[src/rtl/cpu_pkg.sv]
// cpu_pkg: shared widths, register-bank sizing and GPR bank state type for the 8-bit bus CPU
package cpu_pkg;
  localparam int CPU_DATA_W = 8;
  localparam int CPU_NREGS = 16;
  typedef enum logic {CLEAR, RUN} gpr_state_e;
  typedef logic [3:0] reg_addr_t;
endpackage

[src/rtl/gpr_clear_seq.sv]
// gpr_clear_seq: post-reset sequencer that zeroes every bank entry once and then raises ready
module gpr_clear_seq
  import cpu_pkg::*;
#(
  parameter int NREGS = CPU_NREGS,
  localparam int ADDR_W = $clog2(NREGS)
) (
  input  logic              clk,
  input  logic              reset,
  output logic              ready_o,
  output logic              clr_we_o,
  output logic [ADDR_W-1:0] clr_addr_o
);
  gpr_state_e state_q;
  logic [ADDR_W-1:0] clr_idx_q;
  logic ready_q;
  always_ff @(posedge clk) begin
    if (reset) begin
      state_q   <= CLEAR;
      clr_idx_q <= '0;
      ready_q   <= 1'b0;
    end else if (state_q == CLEAR) begin
      clr_idx_q <= clr_idx_q + 1'b1;
      if (clr_idx_q == ADDR_W'(NREGS - 1)) begin
        state_q <= RUN;
        ready_q <= 1'b1;
      end
    end
  end
  assign ready_o    = ready_q;
  assign clr_we_o   = state_q == CLEAR;
  assign clr_addr_o = clr_idx_q;
endmodule

[src/rtl/gpr_bank.sv]
// gpr_bank: GPR bank with one write port, two registered write-first read ports and a post-reset clear
// GPR_BANK_ZERO_REG_EN: when defined, register 0 reads as zero and ignores writes
module gpr_bank
  import cpu_pkg::*;
#(
  parameter int DATA_W = CPU_DATA_W,
  parameter int NREGS = CPU_NREGS,
  localparam int ADDR_W = $clog2(NREGS)
) (
  input  logic              clk,
  input  logic              reset,
  output logic              ready,
  input  logic              wr_en,
  input  logic [ADDR_W-1:0] wr_addr,
  input  logic [DATA_W-1:0] wr_data,
  input  logic              rda_en,
  input  logic [ADDR_W-1:0] rda_addr,
  output logic [DATA_W-1:0] rda_data,
  input  logic              rdb_en,
  input  logic [ADDR_W-1:0] rdb_addr,
  output logic [DATA_W-1:0] bus_out,
  output logic              bus_oe
);
`ifdef GPR_BANK_ZERO_REG_EN
  localparam bit ZERO_REG = 1'b1;
`else
  localparam bit ZERO_REG = 1'b0;
`endif
  logic clr_we, u_we, we, oe_q;
  logic [ADDR_W-1:0] clr_addr, waddr;
  logic [DATA_W-1:0] wdata, rda_d, rdb_d, rda_q, bus_q;
  logic [DATA_W-1:0] mem_q [NREGS];

  gpr_clear_seq #(.NREGS(NREGS)) u_seq (
    .clk        (clk),
    .reset      (reset),
    .ready_o    (ready),
    .clr_we_o   (clr_we),
    .clr_addr_o (clr_addr)
  );

  // dropping r0 writes here also kills the bypass, so r0 stays at its cleared zero
  always_comb begin
    u_we  = ready & wr_en & ~(ZERO_REG && wr_addr == '0);
    we    = clr_we | u_we;
    waddr = clr_we ? clr_addr : wr_addr;
    wdata = clr_we ? '0 : wr_data;
    rda_d = (u_we && rda_addr == wr_addr) ? wr_data : mem_q[rda_addr];
    rdb_d = (u_we && rdb_addr == wr_addr) ? wr_data : mem_q[rdb_addr];
  end

  always_ff @(posedge clk) begin
    if (we) mem_q[waddr] <= wdata;
  end

  always_ff @(posedge clk) begin
    if (reset) begin
      rda_q <= '0;
      bus_q <= '0;
      oe_q  <= 1'b0;
    end else if (ready) begin
      if (rda_en) rda_q <= rda_d;
      bus_q <= rdb_en ? rdb_d : '0;
      oe_q  <= rdb_en;
    end
  end

  assign rda_data = rda_q;
  assign bus_out  = bus_q;
  assign bus_oe   = oe_q;
endmodule

[config.mk]
export PLATFORM = sky130hd
export DESIGN_NAME = gpr_bank
export DESIGN_NICKNAME = d
export VERILOG_FILES = /design/src/rtl/cpu_pkg.sv /design/src/rtl/gpr_clear_seq.sv /design/src/rtl/gpr_bank.sv
export SDC_FILE = /design/constraint.sdc
export NUM_CORES = 1
export LEC_CHECK = 0
export CAP_MARGIN = 20
export CORE_MARGIN = 1.5
export CORE_UTILIZATION = 40
export DETAILED_ROUTE_END_ITERATION = 8
export GPL_TIMING_DRIVEN = 0
export PLACE_DENSITY = 0.6
export SKIP_LAST_GASP = 1
export SYNTH_ARGS = -nofsm -noshare
export SYNTH_HDL_FRONTEND = slang
export SYNTH_SLANG_ARGS = --single-unit
[constraint.sdc]
create_clock -name clk -period 1.75 [get_ports clk]
set_input_delay 0.2625 -clock clk [delete_from_list [all_inputs] [get_ports clk]]
set_output_delay 0.2625 -clock clk [all_outputs]
set_load 0.02 [all_outputs]
==> results.py, run 1 <==
metrics = {
    "floorplan": {
        "start_util_pct": 41.3,
        "core_area_um2": 17500,
        "boundaryPins": 43,
        "rows": 48,
        "dieArea_um2": 18900,
        "die_x_um": 137,
        "die_h_um": 137,
    },
    "layout": {
        "drive_gt1_share_pct": 33.1,
        "nets": 536,
        "final_cell_mix": "128 x edfxtp_1, 56 x mux4_2, 35 x clkdlybuf4s50_1",
        "finish.utilization_pct": 52.0,
        "final_common_cell": "edfxtp_1",
        "final_cell_area_um2": 9080,
        "diodes": 0,
        "fillers": 1357,
        "syn_to_final_growth_pct": 25.7,
    },
    "yosys": {
        "synthTopCellsByArea": "edfxtp_1 53%, mux4_2 16%, dfxtp_1 6.4%",
        "ys_ff_latch": 151,
        "synth_edf_count": 128,
        "synthDistinctLibCells": 39,
        "synth.avg_cell_area_um2": 16.5,
        "synth.net_count": 465,
        "synth.top_cell.area_share_pct": 53.2,
        "yosysSeqAreaShare_pct": 59.6,
        "yosys_warnings": 0,
        "async_flop_share_pct": 0,
        "synth_area_leader_cell": "edfxtp_1",
        "syn_inst": 439,
        "synth_ff_type": "edfxtp_1",
        "synth_area_um2": 7220,
    },
    "placement": {
        "dpl.hpwl_mm": 13.2,
        "placed_area_um2": 7880,
        "gp_congestion": 0.848,
        "port_buffers": 35,
    },
    "critical_path": {
        "criticalPathCategory": "reg -> reg",
        "path_max_fanout": 10,
        "cp_data_arrival_time_ps": 1930,
        "cp-end-kind": "flop",
        "crit_required_ps": 1890,
        "startpoint_type": "flop",
    },
    "global_route": {
        "globalRoute.totalOverflow": 0,
        "grt_max_degree": 17,
        "grt_pass1_vias": 4413,
        "grt_pass1_wl_mm": 28.0,
        "grtUsageTotal_pct": 21.5,
        "antenna_found_initial": 0,
    },
    "timing": {
        "layout_setup_ws_ps": -33.3,
        "finalMaxSlewViolations": 0,
        "hold_violations": 0,
        "finalClockSkew_ps": 11.7,
        "setup_viol": 48,
        "timing.final.crit_share_pct": 102,
        "maxSlewHeadroom_pct": 56.9,
        "fmax_mhz": 561,
        "rsz0062_at_grt": "true",
        "worstMarginPinSlew_ps": 644,
        "fin_crit_ps": 1780,
    },
    "cts": {
        "cts.sinks": 151,
        "clk_path_buf_depth": 2,
        "cts_tree": "yes",
        "numCtsBuffers": 17,
        "htree_num_levels": 4,
        "cts.reportedPaths.clkPinSlew_ps": 60,
        "root_buffer": "clkbuf_16",
        "cts_hold_buffers": 0,
        "worstSkewPairLatency_ps": 430,
    },
    "route": {
        "wl_mm": 19.0,
        "drt_iter0_markers": 407,
        "viasPerCell": 5.88,
        "detail-route-antenna-nets": 0,
        "drtPass1Iterations": 5,
        "vias": 4398,
        "post_drt_wl_per_cell_um": 25.4,
        "drc": 0,
    },
    "power_and_ir_drop": {
        "p_leak_nw": 3.09,
        "power_density_nw_per_um2": 952,
        "peakVddDrop_mv": 0.531,
    },
    "run_status": {
        "violations": "setup timing",
        "status": "finished with violations",
    },
    "hold_path": {
        "hold_path_class": "in -> reg",
    },
    "run": {
        "drv_cap": 0,
    },
}
[where the power goes]
group,switching [mW],leakage (nW),internal [mW]
Clock,1.49,0.297,2.41
Combinational,0.418,1.35,0.370
Sequential,0.0356,1.44,3.93
Total,1.94,3.09,6.70
[synth_stat cells, drive strengths merged (2+ instances only)]
master	count
mux2i	10
and2	18
nor2b	5
inv	2
a31oi	3
a221o	8
xor2	5
xnor2	6
a22o	8
nand2b	9
nand3	3
dfxtp	23
a22oi	16
clkbuf	19
buf	14
nand2	16
and3	2
a21oi	12
nor3	2
edfxtp	128
o21ai	8
mux4	64
o31a	16
nor2	35
[state kept, by name, summed over array words and instances, names as in the netlist]
register / count
u_seq.clr_addr_o: 4
u_seq.state_q: 1
bus_oe: 1
mem_q: 128
rda_data: 8
u_seq.ready_o: 1
bus_out: 8
[logic make-up after synthesis]
logic type,count (synthesis),share of synthesized area [%]
compound gates,75,7.90
mux,75,22.1
fa+ha+maj,1,0.173
buf+inv,35,2.84
simple gates,91,6.05
xor+xnor,11,1.33
flops,151,59.6
[critical path, cell delays in order, from the launching register on]
cell	delay, ps
dfxtp_2	400
clkbuf_4	300
mux2i_4	340
nand2_4	150
nor2_4	160
buf_12	140
[stage by stage]
| step | total power [mW] | setup WS, ps | setup TNS, ps | hold WS [ps] | cells |
|---|---|---|---|---|---|
| CTS | 8.68 | -46.8 | -626 | 377 | 746 |
| floorplan | 4.47 | -139 | -10580 | 400 | 439 |
| finish | 8.65 | -33.3 | -1120 | 410 | 748 |
| detailed placement | 4.70 | -832 | -80890 | 472 | 699 |
| global placement | 4.69 | -800 | -81130 | 462 | 699 |
| global route | 8.90 | -135 | -7950 | 428 | 748 |
[final cells by class]
class,count,area [um^2],share of cell area [%]
Inverter,2,7.51,0.0827
Multi-Input combinational cell,253,2970,32.7
Clock buffer,19,433,4.77
Buffer,33,224,2.47
Tap cell,225,282,3.10
Timing Repair Buffer,52,666,7.33
Clock inverter,13,191,2.11
Sequential cell,151,4310,47.5
[metal layers]
metal / global-route usage [%] / part of all wire [%]
met1: 29.4 / 42
met2: 33.1 / 48
met3: 4.86 / 6.6
met4: 9.24 / 3.0
met5: 0 / 0
[what timing repair did]
item | in CTS | in global routing
setup buffers | 15 | 2
setup endpoints to repair | 247 | 238
resized for setup | 53 | 30
pin swaps | 18 | 4
[final timing paths]
| path | start | endpoint | slack, ps | cells after the start |
|---|---|---|---|---|
| worst max-delay path | u_seq.state_q | mem_q[1][4] | -30 | 5 |
| worst min-delay path | reset | bus_out[3] | 410 | 4 |
| worst max register to register | u_seq.state_q | mem_q[1][4] | -30 | 5 |
| worst min register to register | bus_oe | bus_oe | 470 | 2 |
Note: power is estimated with default switching activity, not from simulation.
==> run 2: changes to the inputs <==
--- a/config.mk
+++ b/config.mk
@@ -9,8 +9,9 @@
 export CORE_MARGIN = 1.5
 export CORE_UTILIZATION = 40
 export DETAILED_ROUTE_END_ITERATION = 8
+export DONT_BUFFER_PORTS = 1
 export GPL_TIMING_DRIVEN = 0
-export PLACE_DENSITY = 0.6
+export PLACE_DENSITY = 0.56
 export SKIP_LAST_GASP = 1
 export SYNTH_ARGS = -nofsm -noshare
 export SYNTH_HDL_FRONTEND = slang
==> run 2 against run 1 <==
Net effect:
- the run now ends clean
- clock skew rose by 1.2 ps
- final area fell by 3.4%
- count of clock-buffer cells in the layout fell by 2
- non-clock buffer count fell by 26
- setup slack improved by 65 ps
- global-route usage rose by 0.79 points
- critical endpoint is now rda_data[3]
==> results.py, run 2 (same netlist as run 1, synthesis figures left out) <==
metrics = {
    "critical_path": {
        "crit_required_ps": 2070,
        "crit_path_start": "mem_q[13][3]",
        "r2r.worst_path.cells": 4,
        "cp-end-kind": "flop",
        "reg2reg_from": "mem_q[13][3]",
        "criticalPathCategory": "reg -> reg",
        "path_max_fanout": 2,
        "cpMaxStageDelayCell": "mux4_2",
        "cp_data_arrival_time_ps": 2040,
        "startpoint_type": "flop",
        "slowest_delay_ps": 490,
        "crit_path_cell_trace": "mux4_2 > a22oi_2 > nand2_1 > a221o_1",
    },
    "layout": {
        "nets": 510,
        "largest-register": "mem_q",
        "final_common_cell": "edfxtp_1",
        "multiInputGateArea_um2": 2970,
        "finish.utilization_pct": 50.2,
        "drive_gt1_share_pct": 34.6,
        "fillers": 1417,
        "final_cell_mix": "128 x edfxtp_1, 55 x mux4_2, 21 x dfxtp_1",
        "diodes": 0,
        "largest_reg_flops": 128,
        "regArea_um2": 4310,
        "syn_to_final_growth_pct": 21.5,
    },
    "cts": {
        "cts_tree": "yes",
        "cts.reportedPaths.clkPinSlew_ps": 70,
        "htree_num_levels": 4,
        "clk_path_buf_depth": 2,
        "numCtsBuffers": 17,
        "cts.sinks": 151,
        "root_buffer": "clkbuf_16",
        "worstSkewPairLatency_ps": 430,
    },
    "floorplan": {
        "start_util_pct": 41.3,
        "die_h_um": 137,
        "core_area_um2": 17500,
        "die_x_um": 137,
        "boundaryPins": 43,
        "dieArea_um2": 18900,
        "rows": 48,
    },
    "timing": {
        "hold_violations": 0,
        "finalClockSkew_ps": 13.0,
        "worstMarginPinSlew_ps": 675,
        "finalMaxSlewViolations": 0,
        "timing.final.crit_share_pct": 98.2,
        "setup_viol": 0,
        "fin_crit_ps": 1720,
        "maxSlewHeadroom_pct": 54.9,
        "fmax_mhz": 582,
        "layout_setup_ws_ps": 31.2,
        "tns_ps": 0,
    },
    "power_and_ir_drop": {
        "p_comb_share_pct": 9.0,
        "p_clk_share_pct": 43.2,
        "power_frac_seq_pct": 47.8,
        "p_leak_nw": 3.01,
        "power.total_mw": 8.29,
        "swShare_pct": 23.2,
        "net-switching-power_mw": 1.93,
        "internal-power_mw": 6.37,
        "peakVddDrop_mv": 0.570,
        "power_density_nw_per_um2": 945,
    },
    "route": {
        "drtPass1Iterations": 4,
        "viasPerCell": 6.03,
        "drt_iter0_markers": 435,
        "vias": 4352,
        "detail-route-antenna-nets": 0,
        "drc": 0,
        "wl_mm": 19.5,
        "post_drt_wl_per_cell_um": 26.9,
    },
    "run_status": {
        "status": "finished clean",
    },
    "run": {
        "drv_cap": 0,
    },
    "global_route": {
        "globalRoute.totalOverflow": 0,
        "grt_pass1_wl_mm": 29.0,
        "grt_pass1_vias": 4491,
        "grtUsageTotal_pct": 22.3,
        "antenna_found_initial": 0,
        "grt_max_degree": 17,
    },
    "placement": {
        "dp_slack_ps": -874,
        "dpl.hpwl_mm": 13.2,
        "gp_congestion": 0.854,
        "port_buffers": 0,
    },
    "hold_path": {
        "hp-start": "wr_data[4]",
        "min_path_cells": 2,
        "hold_path_class": "in -> reg",
    },
}
-- run 2: worst paths after layout --
kind                            slack, ps                  end
worst max-delay path                   30          rda_data[3]
worst min-delay path                   90           bus_out[4]
worst max register to register         30          rda_data[3]
worst min register to register        550  u_seq.clr_addr_o[2]
-- run 2: metal layers --
layer  global-route usage, %  part of all wire (%)
met4                    7.49                   2.1
met1                    31.1                    44
met3                    4.82                   5.8
met5                       0                     0
met2                    34.8                    48
-- run 2: power by group through the flow --
stage	sequential, mW	combinational (mW)	clock, mW
after floorplan	4.03	0.439	0
after global placement	4.04	0.608	0
after detailed placement	4.04	0.610	0
after CTS	3.96	0.735	3.62
after global routing	3.97	0.787	3.77
final	3.96	0.747	3.58
-- run 2: stage by stage --
step,area (um^2),std cells,hold slack [ps]
floorplan,7250,439,400
global placement,7530,664,404
detailed placement,7530,664,405
CTS,8730,720,79.7
global route,8780,722,95.3
finish,8780,722,85.6
-- run 2: critical path, delay by kind of cell (launching register included) --
| kind | cells | cell delay, ps |
|---|---|---|
| compound gates | 2 | 580 |
| flops | 1 | 380 |
| mux | 1 | 490 |
| simple gates | 1 | 160 |
-- run 2: final cells by class --
cell class	instances	share of cell area, %
Sequential cell	151	49.1
Multi-Input combinational cell	253	33.8
Clock buffer	17	4.85
Timing Repair Buffer	26	4.65
Tap cell	225	3.21
Buffer	33	2.59
Clock inverter	15	1.73
Inverter	2	0.0855
-- run 2: what timing repair did --
action                                  CTS  global route
hold endpoints to repair                  8             0
endpoints found under the setup margin  272           169
pin swaps                                17             5
resized for setup                        69            13
hold buffers                              8             0
buffers inserted                         16             2
